$ cat src/rtl/analog_control_emu.sv
// -----------------------------------------------------------------------------
// analog_control_emu
//
// Turns digital +/- buttons into analog control values (steering, gas,
// paddles), one value per channel. Each value is updated once per video frame.
// A channel can instead follow an external analog value (joystick).
// Per channel, in priority order:
//   - analog follow (clamped),
//   - ramp up or down with step acceleration and clamping,
//   - self-center or hold when released.
//
// Ports
//   clock_40     in   core clock
//   reset_n      in   asynchronous active-low reset
//   vsync        in   video vsync, asynchronous, active high (frame tick source)
//   btn_plus     in   [CHANNELS]        per-channel increase button
//   btn_minus    in   [CHANNELS]        per-channel decrease button
//   self_center  in   [CHANNELS]        1 = return to CENTER on release
//   ana_en       in   [CHANNELS]        1 = channel follows ana_in
//   ana_in       in   [CHANNELS*WIDTH]  analog values, channel k at [k*WIDTH +: WIDTH]
//   value_out    out  [CHANNELS*WIDTH]  emulated control values, same packing
//   moving       out  [CHANNELS]        1 = value changed on the last tick
// -----------------------------------------------------------------------------
module analog_control_emu #(
  parameter int unsigned       CHANNELS     = 2,
  parameter int unsigned       WIDTH        = 8,
  parameter logic [WIDTH-1:0]  CENTER       = 8'h80,
  parameter logic [WIDTH-1:0]  MIN_VAL      = 8'h10,
  parameter logic [WIDTH-1:0]  MAX_VAL      = 8'hF0,
  parameter int unsigned       STEP_MIN     = 1,
  parameter int unsigned       STEP_MAX     = 8,
  parameter int unsigned       ACCEL_FRAMES = 4
) (
  input  logic                      clock_40,
  input  logic                      reset_n,
  input  logic                      vsync,
  input  logic [CHANNELS-1:0]       btn_plus,
  input  logic [CHANNELS-1:0]       btn_minus,
  input  logic [CHANNELS-1:0]       self_center,
  input  logic [CHANNELS-1:0]       ana_en,
  input  logic [CHANNELS*WIDTH-1:0] ana_in,
  output logic [CHANNELS*WIDTH-1:0] value_out,
  output logic [CHANNELS-1:0]       moving
);

  if (!(MIN_VAL <= CENTER && CENTER <= MAX_VAL &&
        STEP_MIN >= 1 && STEP_MIN <= STEP_MAX)) begin : g_param_check
    $error("analog_control_emu: need MIN_VAL<=CENTER<=MAX_VAL and 1<=STEP_MIN<=STEP_MAX");
  end

  localparam int unsigned      CNT_W    = (ACCEL_FRAMES > 1) ? $clog2(ACCEL_FRAMES) : 1;
  localparam logic [CNT_W-1:0] CNT_LAST = CNT_W'(ACCEL_FRAMES - 1);
  localparam logic [WIDTH-1:0] STEP_LO  = WIDTH'(STEP_MIN);
  localparam logic [WIDTH-1:0] STEP_HI  = WIDTH'(STEP_MAX);

  typedef enum logic [1:0] {S_IDLE, S_INC, S_DEC, S_CENTERING} state_e;

  // ---------------------------------------------------------------------------
  // Frame tick: 2-flop synchronizer, rising-edge detect, registered pulse.
  // The tick is high in the 3rd clock after the vsync rise.
  // ---------------------------------------------------------------------------
  logic vsync_meta_q, vsync_sync_q, vsync_prev_q, tick_q;

  // NOTE: every register uses <= and the async reset arm. Blocking writes in
  // clocked blocks create ordering races between processes.
  always_ff @(posedge clock_40 or negedge reset_n) begin
    if (!reset_n) begin
      vsync_meta_q <= 1'b0;
      vsync_sync_q <= 1'b0;
      vsync_prev_q <= 1'b0;
      tick_q       <= 1'b0;
    end else begin
      vsync_meta_q <= vsync;
      vsync_sync_q <= vsync_meta_q;
      vsync_prev_q <= vsync_sync_q;
      tick_q       <= vsync_sync_q & ~vsync_prev_q;
    end
  end

  // ---------------------------------------------------------------------------
  // Saturating arithmetic. Sums are formed one bit wider so a value never wraps.
  // ---------------------------------------------------------------------------
  function automatic logic [WIDTH-1:0] sat_add(input logic [WIDTH-1:0] v,
                                               input logic [WIDTH-1:0] s);
    logic [WIDTH:0] sum;
    sum = {1'b0, v} + {1'b0, s};
    return (sum > {1'b0, MAX_VAL}) ? MAX_VAL : sum[WIDTH-1:0];
  endfunction

  function automatic logic [WIDTH-1:0] sat_sub(input logic [WIDTH-1:0] v,
                                               input logic [WIDTH-1:0] s);
    logic [WIDTH:0] floor_v;
    floor_v = {1'b0, MIN_VAL} + {1'b0, s};
    return ({1'b0, v} < floor_v) ? MIN_VAL : v - s;
  endfunction

  function automatic logic [WIDTH-1:0] toward_center(input logic [WIDTH-1:0] v);
    logic [WIDTH-1:0] r;
    if (v > CENTER) r = ((v - CENTER) <= STEP_LO) ? CENTER : v - STEP_LO;
    else            r = ((CENTER - v) <= STEP_LO) ? CENTER : v + STEP_LO;
    return r;
  endfunction

  function automatic logic [WIDTH-1:0] clamp(input logic [WIDTH-1:0] a);
    logic [WIDTH-1:0] r;
    if (a < MIN_VAL)      r = MIN_VAL;
    else if (a > MAX_VAL) r = MAX_VAL;
    else                  r = a;
    return r;
  endfunction

  // ---------------------------------------------------------------------------
  // Independent channels
  // ---------------------------------------------------------------------------
  for (genvar k = 0; k < CHANNELS; k++) begin : g_ch
    state_e           state_q;
    logic [WIDTH-1:0] value_q;
    logic [WIDTH-1:0] step_q;
    logic [CNT_W-1:0] count_q;
    logic             moving_q;

    logic             plus, minus;
    logic [WIDTH-1:0] ana_val, inc_val, dec_val, ctr_val, run_step;
    logic [CNT_W-1:0] run_cnt;

    always_comb begin
      plus    = btn_plus[k]  & ~btn_minus[k];
      minus   = btn_minus[k] & ~btn_plus[k];
      ana_val = clamp(ana_in[k*WIDTH +: WIDTH]);
      // The first tick of a run (including a reversal) moves by STEP_MIN.
      inc_val = sat_add(value_q, (state_q == S_INC) ? step_q : STEP_LO);
      dec_val = sat_sub(value_q, (state_q == S_DEC) ? step_q : STEP_LO);
      ctr_val = toward_center(value_q);
      // count_q wraps modulo ACCEL_FRAMES, so each step size lasts exactly
      // ACCEL_FRAMES ticks. The increase takes effect on the following tick.
      run_cnt  = (count_q == CNT_LAST) ? '0 : count_q + 1'b1;
      run_step = (run_cnt == CNT_LAST && step_q < STEP_HI) ? step_q + 1'b1 : step_q;
    end

    always_ff @(posedge clock_40 or negedge reset_n) begin
      if (!reset_n) begin
        state_q  <= S_IDLE;
        value_q  <= CENTER;
        step_q   <= STEP_LO;
        count_q  <= '0;
        moving_q <= 1'b0;
      end else if (tick_q) begin
        if (ana_en[k]) begin
          state_q  <= S_IDLE;
          value_q  <= ana_val;
          step_q   <= STEP_LO;
          count_q  <= '0;
          moving_q <= (ana_val != value_q);
        end else if (plus) begin
          state_q  <= S_INC;
          value_q  <= inc_val;
          moving_q <= (inc_val != value_q);
          step_q   <= (state_q == S_INC) ? run_step : STEP_LO;
          count_q  <= (state_q == S_INC) ? run_cnt  : '0;
        end else if (minus) begin
          state_q  <= S_DEC;
          value_q  <= dec_val;
          moving_q <= (dec_val != value_q);
          step_q   <= (state_q == S_DEC) ? run_step : STEP_LO;
          count_q  <= (state_q == S_DEC) ? run_cnt  : '0;
        end else begin
          // Released, or both buttons held.
          step_q  <= STEP_LO;
          count_q <= '0;
          if (self_center[k] && value_q != CENTER) begin
            state_q  <= S_CENTERING;
            value_q  <= ctr_val;
            moving_q <= 1'b1;
          end else begin
            state_q  <= S_IDLE;
            moving_q <= 1'b0;
          end
        end
      end
    end

    assign value_out[k*WIDTH +: WIDTH] = value_q;
    assign moving[k]                   = moving_q;
  end

endmodule

$ cat config.mk
export PLATFORM = sky130hd
export DESIGN_NAME = analog_control_emu
export DESIGN_NICKNAME = d
export VERILOG_FILES = /design/src/rtl/analog_control_emu.sv
export SDC_FILE = /design/constraint.sdc
export NUM_CORES = 1
export LEC_CHECK = 0
export BUFFER_PORTS_ARGS = -buffer_cell sky130_fd_sc_hd__buf_2
export CAP_MARGIN = 20
export CELL_PAD_IN_SITES_DETAIL_PLACEMENT = 2
export CELL_PAD_IN_SITES_GLOBAL_PLACEMENT = 2
export CORE_MARGIN = 2
export CORE_UTILIZATION = 33
export DETAILED_ROUTE_END_ITERATION = 10
export PLACE_DENSITY_LB_ADDON = 0.1
export SLEW_MARGIN = 20
export SYNTH_ARGS = -nofsm -noshare
export SYNTH_HDL_FRONTEND = slang
export SYNTH_SLANG_ARGS = --single-unit
$ cat constraint.sdc
create_clock -name clock_40 -period 3.3 [get_ports clock_40]
set_clock_uncertainty 0.05 [all_clocks]
set_input_delay 0.66 -clock clock_40 [delete_from_list [all_inputs] [get_ports clock_40]]
set_output_delay 0.66 -clock clock_40 [all_outputs]
set_load 0.05 [all_outputs]
# [After elaboration in Yosys (flattened, before gate mapping)]
# Cells that the tools add are included.
# W data, S select, Z words.
[totals] register_bits=46 inputBits=27 out_inout_bits=18 wordCells=148
[classes] n_addsub=18 n_lt_le_gt_ge=16 eq_ne=16 muxes=66 n_bitwise=10 reduce_logical=8
[op_table] op="$mux W8" count=38
[op_table] op="$ne A8 B8 Y1" count=6
[op_table] op="$mux W2" count=20
[op_table] op="$add A8 B1 Y8 const B" count=4
[op_table] op="$gt A8 B8 Y1 const B" count=4
[op_table] op="$le A8 B1 Y1 const B" count=4
[op_table] op="$add A5 B8 Y9 const A" count=2
[op_table] op="$add A8 B8 Y9" count=2
[op_table] op="$gt A9 B8 Y1 const B" count=2
[op_table] op="$lt A8 B9 Y1" count=2
[op_table] op="$lt A8 B4 Y1 const B" count=2
[op_table] op="$lt A8 B5 Y1 const B" count=2
[op_table] op="$ne A8 B8 Y1 const B" count=2
[op_table] op="$sub A8 B1 Y8 const B" count=2
[op_table] op="$sub A8 B8 Y8" count=2
[op_table] op="$sub A8 B8 Y8 const A" count=2
[op_table] op="$sub A8 B8 Y8 const B" count=2
[op_table] op="$eq A2 B2 Y1 const B" count=6
[op_table] op="$mux W1" count=8
[op_table] op="$reduce_bool A4 Y1" count=2
[op_table] op="$and A1 B1 Y1" count=5
[op_table] op="$not A1 Y1" count=5
[op_table] op="$add A2 B1 Y2 const B" count=2
[op_table] op="$eq A2 B1 Y1 const B" count=2
[op_table] op="2 further kinds" count=6

# [Logic depth before layout (Yosys ltp)]
# Gate-level depths: netlist of run 1.
[logic_depth] ltp_word=9 depth_mapped=16 depth_no_buf=14

# [Worst setup path before layout of run 1]
# No wires, ideal clock.
[synth_path] path_kind="register to register" start="register g_ch[1].value_q[0]" end="register g_ch[1].moving_q" setup_ns=0.143 arrival_ns=3.324 required_ns=3.107 slack_ns=-0.217 path_stages_with_launch=14 path_buffers=1 period_less_slack_ns=3.517 cell_sequence="dfrtp_1 > clkbuf_1 > inv_1 > ha_1 > inv_1 > fa_1 > a211oi_1 > o31ai_1 > a21oi_1 > xnor2_1 > or4b_1 > a21o_1 > a2111oi_0 > a211oi_1"
[synth_between] elab_chain_cells=6 word_cells_on_any_way=15 classes_between="add/sub (2); order compare (2); eq/ne (4); mux (6); reduce/logical (1)"
[synth_rtl] element="from (decl)" line_no="117" rtl="logic [WIDTH-1:0] value_q;"
[synth_rtl] element="from (signal assigned)" line_no="150" rtl="value_q <= ana_val;"
[synth_rtl] element="from (signal assigned)" line_no="156" rtl="value_q <= inc_val;"
[synth_rtl] element="from (signal assigned)" line_no="162" rtl="value_q <= dec_val;"
[synth_rtl] element="$add A8 B8 Y9 (tied with other cells)" line_no="86" rtl="sum = {1'b0, v} + {1'b0, s};"
[synth_rtl] element="$gt A9 B8 Y1 (tied with other cells)" line_no="87" rtl="return (sum > {1'b0, MAX_VAL}) ? MAX_VAL : sum[WIDTH-1:0];"
[synth_rtl] element="$mux W8 (tied with other cells)" line_no="87"
[synth_rtl] element="$ne A8 B8 Y1 or $mux W1 (tied branches)" line_no="157, 160"
[synth_rtl] element="$mux W1" line_no="154" rtl="end else if (plus) begin"
[synth_rtl] element="$mux W1 (*)" line_no="148" rtl="if (ana_en[k]) begin"
[synth_rtl] element="to (signal assigned)" line_no="153" rtl="moving_q <= (ana_val != value_q);"
[synth_rtl] element="to (signal assigned)" line_no="157" rtl="moving_q <= (inc_val != value_q);"
[synth_rtl] element="to (signal assigned)" line_no="163" rtl="moving_q <= (dec_val != value_q);"
[synth_rtl] element="to (decl)" line_no="120" rtl="logic moving_q;"
# Every way passes the cells marked *; elsewhere a longest branch is shown, timed or not.
# A chain may end at the register's enable or synchronous reset.

# [Final worst setup path of run 1]
[layout_path] start="register g_ch[0].state_q[1]" end="register g_ch[0].value_q[1]"
[layout_between] elab_chain_cells=8 word_cells_on_any_way=14 classes_between="add/sub (3); order compare (2); eq/ne (2); mux (7)"
[layout_rtl] element="from (decl)" line_no="116" rtl="state_e state_q;"
[layout_rtl] element="from (signal assigned)" line_no="142" rtl="state_q <= S_IDLE;"
[layout_rtl] element="from (signal assigned)" line_no="149" rtl="state_q <= S_IDLE;"
[layout_rtl] element="from (signal assigned)" line_no="155" rtl="state_q <= S_INC;"
[layout_rtl] element="$eq A2 B2 Y1" line_no="132" rtl="dec_val = sat_sub(value_q, (state_q == S_DEC) ? step_q : STEP_LO);"
[layout_rtl] element="$mux W8" line_no="132"
[layout_rtl] element="$add A5 B8 Y9" line_no="93" rtl="floor_v = {1'b0, MIN_VAL} + {1'b0, s};"
[layout_rtl] element="$lt A8 B9 Y1" line_no="94" rtl="return ({1'b0, v} < floor_v) ? MIN_VAL : v - s;"
[layout_rtl] element="$mux W8" line_no="94"
[layout_rtl] element="$mux W8" line_no="160" rtl="end else if (minus) begin"
[layout_rtl] element="$mux W8 (*)" line_no="154"
[layout_rtl] element="$mux W8 (*)" line_no="148"
[layout_rtl] element="to (signal assigned)" line_no="150"
[layout_rtl] element="to (signal assigned)" line_no="156"
[layout_rtl] element="to (signal assigned)" line_no="162"
[layout_rtl] element="to (decl)" line_no="117"
# Marks and branches as above.

==> results.ini, run 1 <==
[floorplanning]
die_x_um = 141.1
die_y_um = 141.1
initial_utilization_pct = 33.38
fp.coreArea_um2 = 18580
die_area_um2 = 19910
floorplan.io_pins = 45
num_rows = 50

[yosys]
ys_async_sr_fraction_pct = 100.0
ys_dominant_reg_cell = sky130_fd_sc_hd__dfrtp_1
synth_area_leaders = sky130_fd_sc_hd__dfrtp_1, sky130_fd_sc_hd__ha_1, sky130_fd_sc_hd__a21oi_1
seq_area_frac_synth_pct = 18.64
synth-edff-count = 0
synth_area_um2 = 6202
yosysWarningCount = 0
netlist.top_cell.by_area = sky130_fd_sc_hd__dfrtp_1
ys_types = 80
syn-instance-count = 820
synthesis.nets = 903
syn-mean-instance-area_um2 = 7.564
synth.ff_latch_count = 46
synth_top_area_share_pct = 16.95

[power_and_ir_drop]
vdd_ir_drop_max_mv = 0.2452
clkPwrFrac_pct = 12.9
switching_share_pct = 50.55
seq_power_share_pct = 17.1
pwr_density_cell_nw_per_um2 = 583.1
power.leakage_nw = 3.412
cell_internal_pwr_mw = 2.296
total_switching_power_mw = 2.347
comb_power_share_pct = 70.0

[final_layout]
num-nets-final = 1032
diodes = 0
multi_input_gate_area_in_the_final_layout_um2 = 5074
finalCoreUtilization_pct = 42.86
drive_above_1_share_pct = 27.05
syn_to_final_growth_pct = 28.38
layout.filler_cells = 2158
regArea_um2 = 1160

[global_routing]
vias_in_the_first_global_route = 7703
gr-usage-all-layers_pct = 28.03
globalRouteMet3Util_pct = 2.615
initial_antenna_violation_count = 0
grt_pass1_wl_um = 43960
grt_util_met2_pct = 45.81
global_route.peak_usage_layer = met2
use_met1_pct = 40.54
globalRoute.totalOverflow = 0
grt_max_degree = 32

[clocking]
clockRootBuffer = sky130_fd_sc_hd__clkbuf_16
clock_tree_from_tritoncts = built
sinks_on_clock_net = 46
cts_buffer_depth = 2
worst_setup_hold_path_clk_slew_ns = 0.07
cts_made_buffers = 5
cts_max_level = 2
worst_skew_pair.late_latency_ns = 0.30

[worst_setup_path]
largest_incremental_delay_on_the_critical_path_ns = 0.41
crit_path_cell_trace = or3_4 -> ha_4 -> fa_2 -> a21o_1 -> a221o_1 -> a22oi_2 -> o211ai_1 -> nor4b_4 -> nor3_2 -> a222oi_1 -> o221ai_1
r2r_slack_ns = -0.05
timing_worst_setup_path_type = flop to flop
setup.worst_path.start_class = flop
critical-path-slowest-cell = sky130_fd_sc_hd__a222oi_1
timing.critical_path.to_type = flop
required_ns = 3.42
critical_path.max_fanout = 3
cp_data_arrival_time_ns = 3.46

[timing]
holdWs_ns = 0.3000
fmax_mhz = 298.8
tightestPinTransition_ns = 0.8564
final.setup.worst_slack_ns = -0.04622
timing_max_transition_violations_final = 0
finalSetupViolCount = 3
timing.final.crit_share_pct = 101.4
timing.final.crit_period_ns = 3.346
maxSlewHeadroom_pct = 42.91
rsz0062_at_grt = yes
hold_violation_count_in_the_final_report = 0

[routing]
drt_drc_violations_left = 0
wire_per_inst_um = 23.59
ant_nets = 0
viasPerCell = 5.978
detail_route.first_pass.iterations = 5
via_count = 7078
final_wl_um = 27930
drtIter0Drc = 460

[run]
max-cap-violations = 0

[placed_design]
pre_cts_slack_ns = -0.4668
dp.final_hpwl_um = 21620
io_buffers = 44
gpl.final_weighted_congestion = 0.8953

[outcome]
violations = negative setup slack
run_status = finished with violations

[min_path]
hp-class = flop to flop

-- worst paths after layout --
check | startpoint | endpoint | depth (start not counted)
min in group asynchronous | reset_n | g_ch[1].value_q[3] | 1
setup reg to reg | g_ch[0].state_q[1] | g_ch[0].value_q[1] | 11
max in group asynchronous | reset_n | g_ch[0].step_q[0] | 2
setup / recovery | g_ch[0].state_q[1] | g_ch[0].value_q[1] | 11
hold / removal | vsync_meta_q | vsync_sync_q | 0
hold reg to reg | vsync_meta_q | vsync_sync_q | 0
-- state kept, by name, summed over array words and instances, names as in the netlist, 2 cells and up --
signal,flops
g_ch.step_q,16
g_ch.count_q,4
g_ch.state_q,4
g_ch.value_q,16
g_ch.moving_q,2
-- cell usage after synthesis (all sizes together), types with 6 or more instances --
master  count
nor2       71
nand2      66
a21oi      54
ha         52
o21ai      51
dfrtp      42
inv        37
nand3      32
xnor2      30
nor3       29
clkbuf     27
xor2       21
nand2b     20
and2       18
a21o       16
and3       16
or2        13
buf        12
or3        12
a31oi      11
nor2b      10
o21a       10
nand4       9
a211oi      8
o211ai      8
o31ai       8
o22ai       7
or4         7
a22oi       6
mux2        6
nand3b      6
nor4        6
o221ai      6
-- cells in the final DEF, fill, tap and decap left out, types with 10 or more instances in the layout --
cell,instances
sky130_fd_sc_hd__xor2_1,21
sky130_fd_sc_hd__or2_2,12
sky130_fd_sc_hd__nand3_1,31
sky130_fd_sc_hd__ha_1,44
sky130_fd_sc_hd__and2_1,18
sky130_fd_sc_hd__nor3_1,28
sky130_fd_sc_hd__nor2_1,71
sky130_fd_sc_hd__buf_4,113
sky130_fd_sc_hd__inv_1,36
sky130_fd_sc_hd__nand2_1,61
sky130_fd_sc_hd__a31oi_1,11
sky130_fd_sc_hd__a21oi_1,44
sky130_fd_sc_hd__nand2b_1,20
sky130_fd_sc_hd__dfrtp_1,39
sky130_fd_sc_hd__o21ai_0,45
sky130_fd_sc_hd__a21o_1,16
sky130_fd_sc_hd__buf_2,44
sky130_fd_sc_hd__and3_1,15
sky130_fd_sc_hd__xnor2_1,29
sky130_fd_sc_hd__o21a_1,10
-- worst max-delay path, delay by kind of cell (launching register included) --
kind / cells / cell delay (ns)
AOI/OAI and AO/OA: 6 / 1.47
adders and majority gates: 2 / 0.53
DFF: 1 / 0.39
and+or+nand+nor: 3 / 0.77
-- layout make-up --
cell class,count,area share (%)
Sequential cell,46,14.57
Tap cell,234,3.677
Multi-Input combinational cell,698,63.72
Clock buffer,6,1.618
Inverter,37,1.744
Timing Repair Buffer,161,14.20
Clock inverter,2,0.4714
-- power groups by stage --
| stage | clock [mW] | sequential, mW | combinational, mW |
|---|---|---|---|
| floorplan | 0 | 0.906 | 1.64 |
| global placement | 0 | 0.790 | 2.81 |
| detailed placement | 0 | 0.794 | 2.95 |
| CTS | 0.610 | 0.790 | 3.10 |
| global route | 0.631 | 0.801 | 3.49 |
| finish | 0.597 | 0.796 | 3.25 |
-- routing by layer --
metal  part of all wire [%]  wire length [um]  up-vias
met2                     46             12880      129
met4                    1.0               278        0
li1                       -                 -     3303
met3                    3.3               919       19
met1                     50             13860     3627
met5                      0                 0        -
-- kinds of logic after synthesis --
family          after synthesis  synth area share, %
compound gates              247                26.93
xor+xnor                     53                7.948
fa+ha+maj                    56                11.78
buf+inv                      76                4.942
flops                        46                18.64
mux                          10                1.735
simple gates                332                28.02
-- per-stage QoR --
stage | power (mW) | TNS (ns) | std cells | instance area [um^2]
after floorplan | 2.548 | -0.1087 | 820 | 6216
after global placement | 3.604 | -0.3338 | 1166 | 7390
after detailed placement | 3.746 | -0.8798 | 1166 | 7390
after CTS | 4.496 | -0.1052 | 1182 | 7811
after global routing | 4.925 | -0.7040 | 1184 | 7963
final | 4.643 | -0.1000 | 1184 | 7963
-- repair_timing --
action,in CTS,in global routing
setup endpoints to repair,10,13
hold buffers,0,0
buffers inserted,8,3
pin swaps,17,15
resized for setup,40,31
gates cloned,0,0
(Power assumes the default switching activity.)
==> inputs of run 2 (changes only) <==
- SETUP_SLACK_MARGIN: default -> 0.2
- clock period: 3.3 -> 2.75 ns (I/O delays scaled with it)
==> results.ini, run 2 (same netlist as run 1, synthesis figures left out) <==
[routing]
detail_route.first_pass.iterations = 6  ; was 5
via_count = 9017  ; was 7078
ant_nets = 0  ; unchanged
drt_drc_violations_left = 0  ; unchanged
viasPerCell = 6.785  ; was 5.978
final_wl_um = 47130  ; was 27930 um
wire_per_inst_um = 35.47  ; was 23.59 um
drtIter0Drc = 766  ; was 460

[final_layout]
post-route-cell-area_um2 = 9739  ; was 7963 um^2
num-nets-final = 1176  ; was 1032
finalCoreUtilization_pct = 52.42  ; was 42.86%
largest_registers = g_ch.step_q x16, g_ch.value_q x16  ; unchanged
mostFrequentLayoutCells = sky130_fd_sc_hd__buf_4, sky130_fd_sc_hd__nor2_1, sky130_fd_sc_hd__nand2_1, sky130_fd_sc_hd__buf_2, sky130_fd_sc_hd__o21ai_0  ; was sky130_fd_sc_hd__buf_4, sky130_fd_sc_hd__nor2_1, sky130_fd_sc_hd__nand2_1, sky130_fd_sc_hd__o21ai_0
mostFrequentLayoutCell = sky130_fd_sc_hd__buf_4  ; unchanged
drive_above_1_share_pct = 43.78  ; was 27.05%
syn_to_final_growth_pct = 57.03  ; was 28.38%

[timing]
final.setup.worst_slack_ns = -0.9930  ; was -0.04622 ns
tightestPinTransition_ns = 0.9737  ; was 0.8564 ns
hold_violation_count_in_the_final_report = 0  ; unchanged
timing.final.crit_period_ns = 3.743  ; was 3.346 ns
timing.final.crit_share_pct = 136.1  ; was 101.4%
rsz0062_at_grt = yes  ; unchanged
finalSetupViolCount = 18  ; was 3
fmax_mhz = 267.2  ; was 298.8 MHz
maxSlewHeadroom_pct = 34.49  ; was 42.91%
timing_max_transition_violations_final = 0  ; unchanged

[power_and_ir_drop]
pwr_density_cell_nw_per_um2 = 764.1  ; was 583.1 nW/um^2
power.leakage_nw = 4.289  ; was 3.412 nW
vdd_ir_drop_max_mv = 0.5679  ; was 0.2452 mV

[clocking]
cts_max_level = 2  ; unchanged
post_cts_hold_buffer_count = 0  ; unchanged
cts_buffer_depth = 2  ; unchanged
sinks_on_clock_net = 46  ; unchanged
clockRootBuffer = sky130_fd_sc_hd__clkbuf_16  ; unchanged
worst_skew_pair.late_latency_ns = 0.34  ; was 0.30 ns
worst_setup_hold_path_clk_slew_ns = 0.09  ; was 0.07 ns
cts_made_buffers = 5  ; unchanged
clock_tree_from_tritoncts = built  ; unchanged

[placed_design]
io_buffers = 44  ; unchanged
dp.final_hpwl_um = 25360  ; was 21620 um
pre_cts_slack_ns = -1.089  ; was -0.4668 ns
placed_area_um2 = 8481  ; was 7390 um^2
gpl.final_weighted_congestion = 0.9583  ; was 0.8953

[global_routing]
gr-usage-all-layers_pct = 41.14  ; was 28.03%
grt_pass1_wl_um = 61470  ; was 43960 um
vias_in_the_first_global_route = 9614  ; was 7703
grt_max_degree = 36  ; was 32
globalRoute.totalOverflow = 0  ; unchanged
initial_antenna_violation_count = 3  ; was 0

[floorplanning]
fp.coreArea_um2 = 18580  ; unchanged
die_y_um = 141.1  ; unchanged
num_rows = 50  ; unchanged
die_x_um = 141.1  ; unchanged
die_area_um2 = 19910  ; unchanged
initial_utilization_pct = 33.38  ; unchanged
floorplan.io_pins = 45  ; unchanged

[worst_setup_path]
timing_worst_setup_path_type = flop to flop  ; unchanged
critical_path.max_fanout = 7  ; was 3
critical-path-slowest-cell = sky130_fd_sc_hd__a2111oi_4  ; was sky130_fd_sc_hd__a222oi_1
cp_data_arrival_time_ns = 3.90  ; was 3.46 ns
cp_common_cell = sky130_fd_sc_hd__a21o_1
crit_path_cell_trace = buf_6 -> nor2b_4 -> nand2b_1 -> ha_2 -> fa_2 -> a21o_1 -> a21oi_1 -> xnor2_2 -> o311a_4 -> a21o_1 -> a21oi_2 -> a2111oi_4 -> buf_4 -> a211oi_2  ; was or3_4 -> ha_4 -> fa_2 -> a21o_1 -> a221o_1 -> a22oi_2 -> o211ai_1 -> nor4b_4 -> nor3_2 -> a222oi_1 -> o221ai_1
required_ns = 2.91  ; was 3.42 ns
setup.worst_path.start_class = flop  ; unchanged
timing.critical_path.to_type = flop  ; unchanged
crit_buf_inv = 2  ; was 0
largest_incremental_delay_on_the_critical_path_ns = 0.48  ; was 0.41 ns
cpLargestDelayFamily = compound AO/OA/AOI/OAI gates  ; unchanged

[outcome]
violations = negative setup slack  ; unchanged
run_status = finished with violations  ; unchanged

[min_path]
hp-class = input pin to asynchronous set/reset pin  ; was flop to flop

[run]
max-cap-violations = 0  ; unchanged

-- run 2: worst paths after layout --
path                               startpoint                  to  slack, ns  cells past startpoint
min in group clock_40                   vsync        vsync_meta_q       0.29                      1
max in group asynchronous             reset_n  g_ch[0].value_q[1]       1.60                      2
max                        g_ch[1].state_q[1]    g_ch[1].moving_q      -0.99                     14
min                                   reset_n        vsync_meta_q       0.05                      1
min reg2reg                      vsync_meta_q        vsync_sync_q       0.33                      0
max reg2reg                g_ch[1].state_q[1]    g_ch[1].moving_q      -0.99                     14
-- run 2: metrics by stage --
stage	hold WS [ns]	total power, mW	instances	TNS (ns)
floorplan	0.2044	3.205	820	-2.223
global placement	0.2877	4.920	1286	-7.541
detailed placement	0.3017	5.190	1286	-10.54
CTS	0.05232	6.346	1312	-8.594
global route	0.06649	7.574	1328	-13.29
finish	0.05104	7.441	1329	-12.36
-- run 2: repair_timing --
action | CTS | global route
setup endpoints to repair | 18 | 19
pin swaps | 37 | 39
setup buffers | 18 | 16
gates resized for setup | 95 | 78
gates cloned | 0 | 0
hold endpoints to repair | 0 | 0
-- run 2: worst reg2reg max path, stage by stage (launching register included) --
cell	delay [ns]
sky130_fd_sc_hd__dfrtp_1	0.45
sky130_fd_sc_hd__buf_6	0.15
sky130_fd_sc_hd__nor2b_4	0.20
sky130_fd_sc_hd__nand2b_1	0.11
sky130_fd_sc_hd__ha_2	0.21
sky130_fd_sc_hd__fa_2	0.42
sky130_fd_sc_hd__a21o_1	0.22
sky130_fd_sc_hd__a21oi_1	0.28
sky130_fd_sc_hd__xnor2_2	0.21
sky130_fd_sc_hd__o311a_4	0.32
sky130_fd_sc_hd__a21o_1	0.19
sky130_fd_sc_hd__a21oi_2	0.11
sky130_fd_sc_hd__a2111oi_4	0.48
sky130_fd_sc_hd__buf_4	0.19
sky130_fd_sc_hd__a211oi_2	0.05
-- run 2: per-layer routing --
layer	global-route usage [%]	wire (um)	vias up
met5	0	27	-
met4	15.58	3020	4
met3	8.050	4603	261
met2	70.59	21640	644
met1	51.04	17840	4522
li1	-	-	3586
-- run 2: final cells by class --
class	count	area, um^2
Fill cell	1998	8841
Clock buffer	6	128.9
Antenna cell	1	2.502
Multi-Input combinational cell	698	5644
Timing Repair Buffer	305	2312
Tap cell	234	292.8
Inverter	37	153.9
Sequential cell	46	1167
Clock inverter	2	37.54
-- run 2: report_power, final --
part / switching [mW] / leakage, nW / internal (mW)
logic: 3.44 / 3.64 / 2.28
registers: 0.183 / 0.567 / 0.764
clock network: 0.345 / 0.0771 / 0.432
total: 3.97 / 4.29 / 3.47
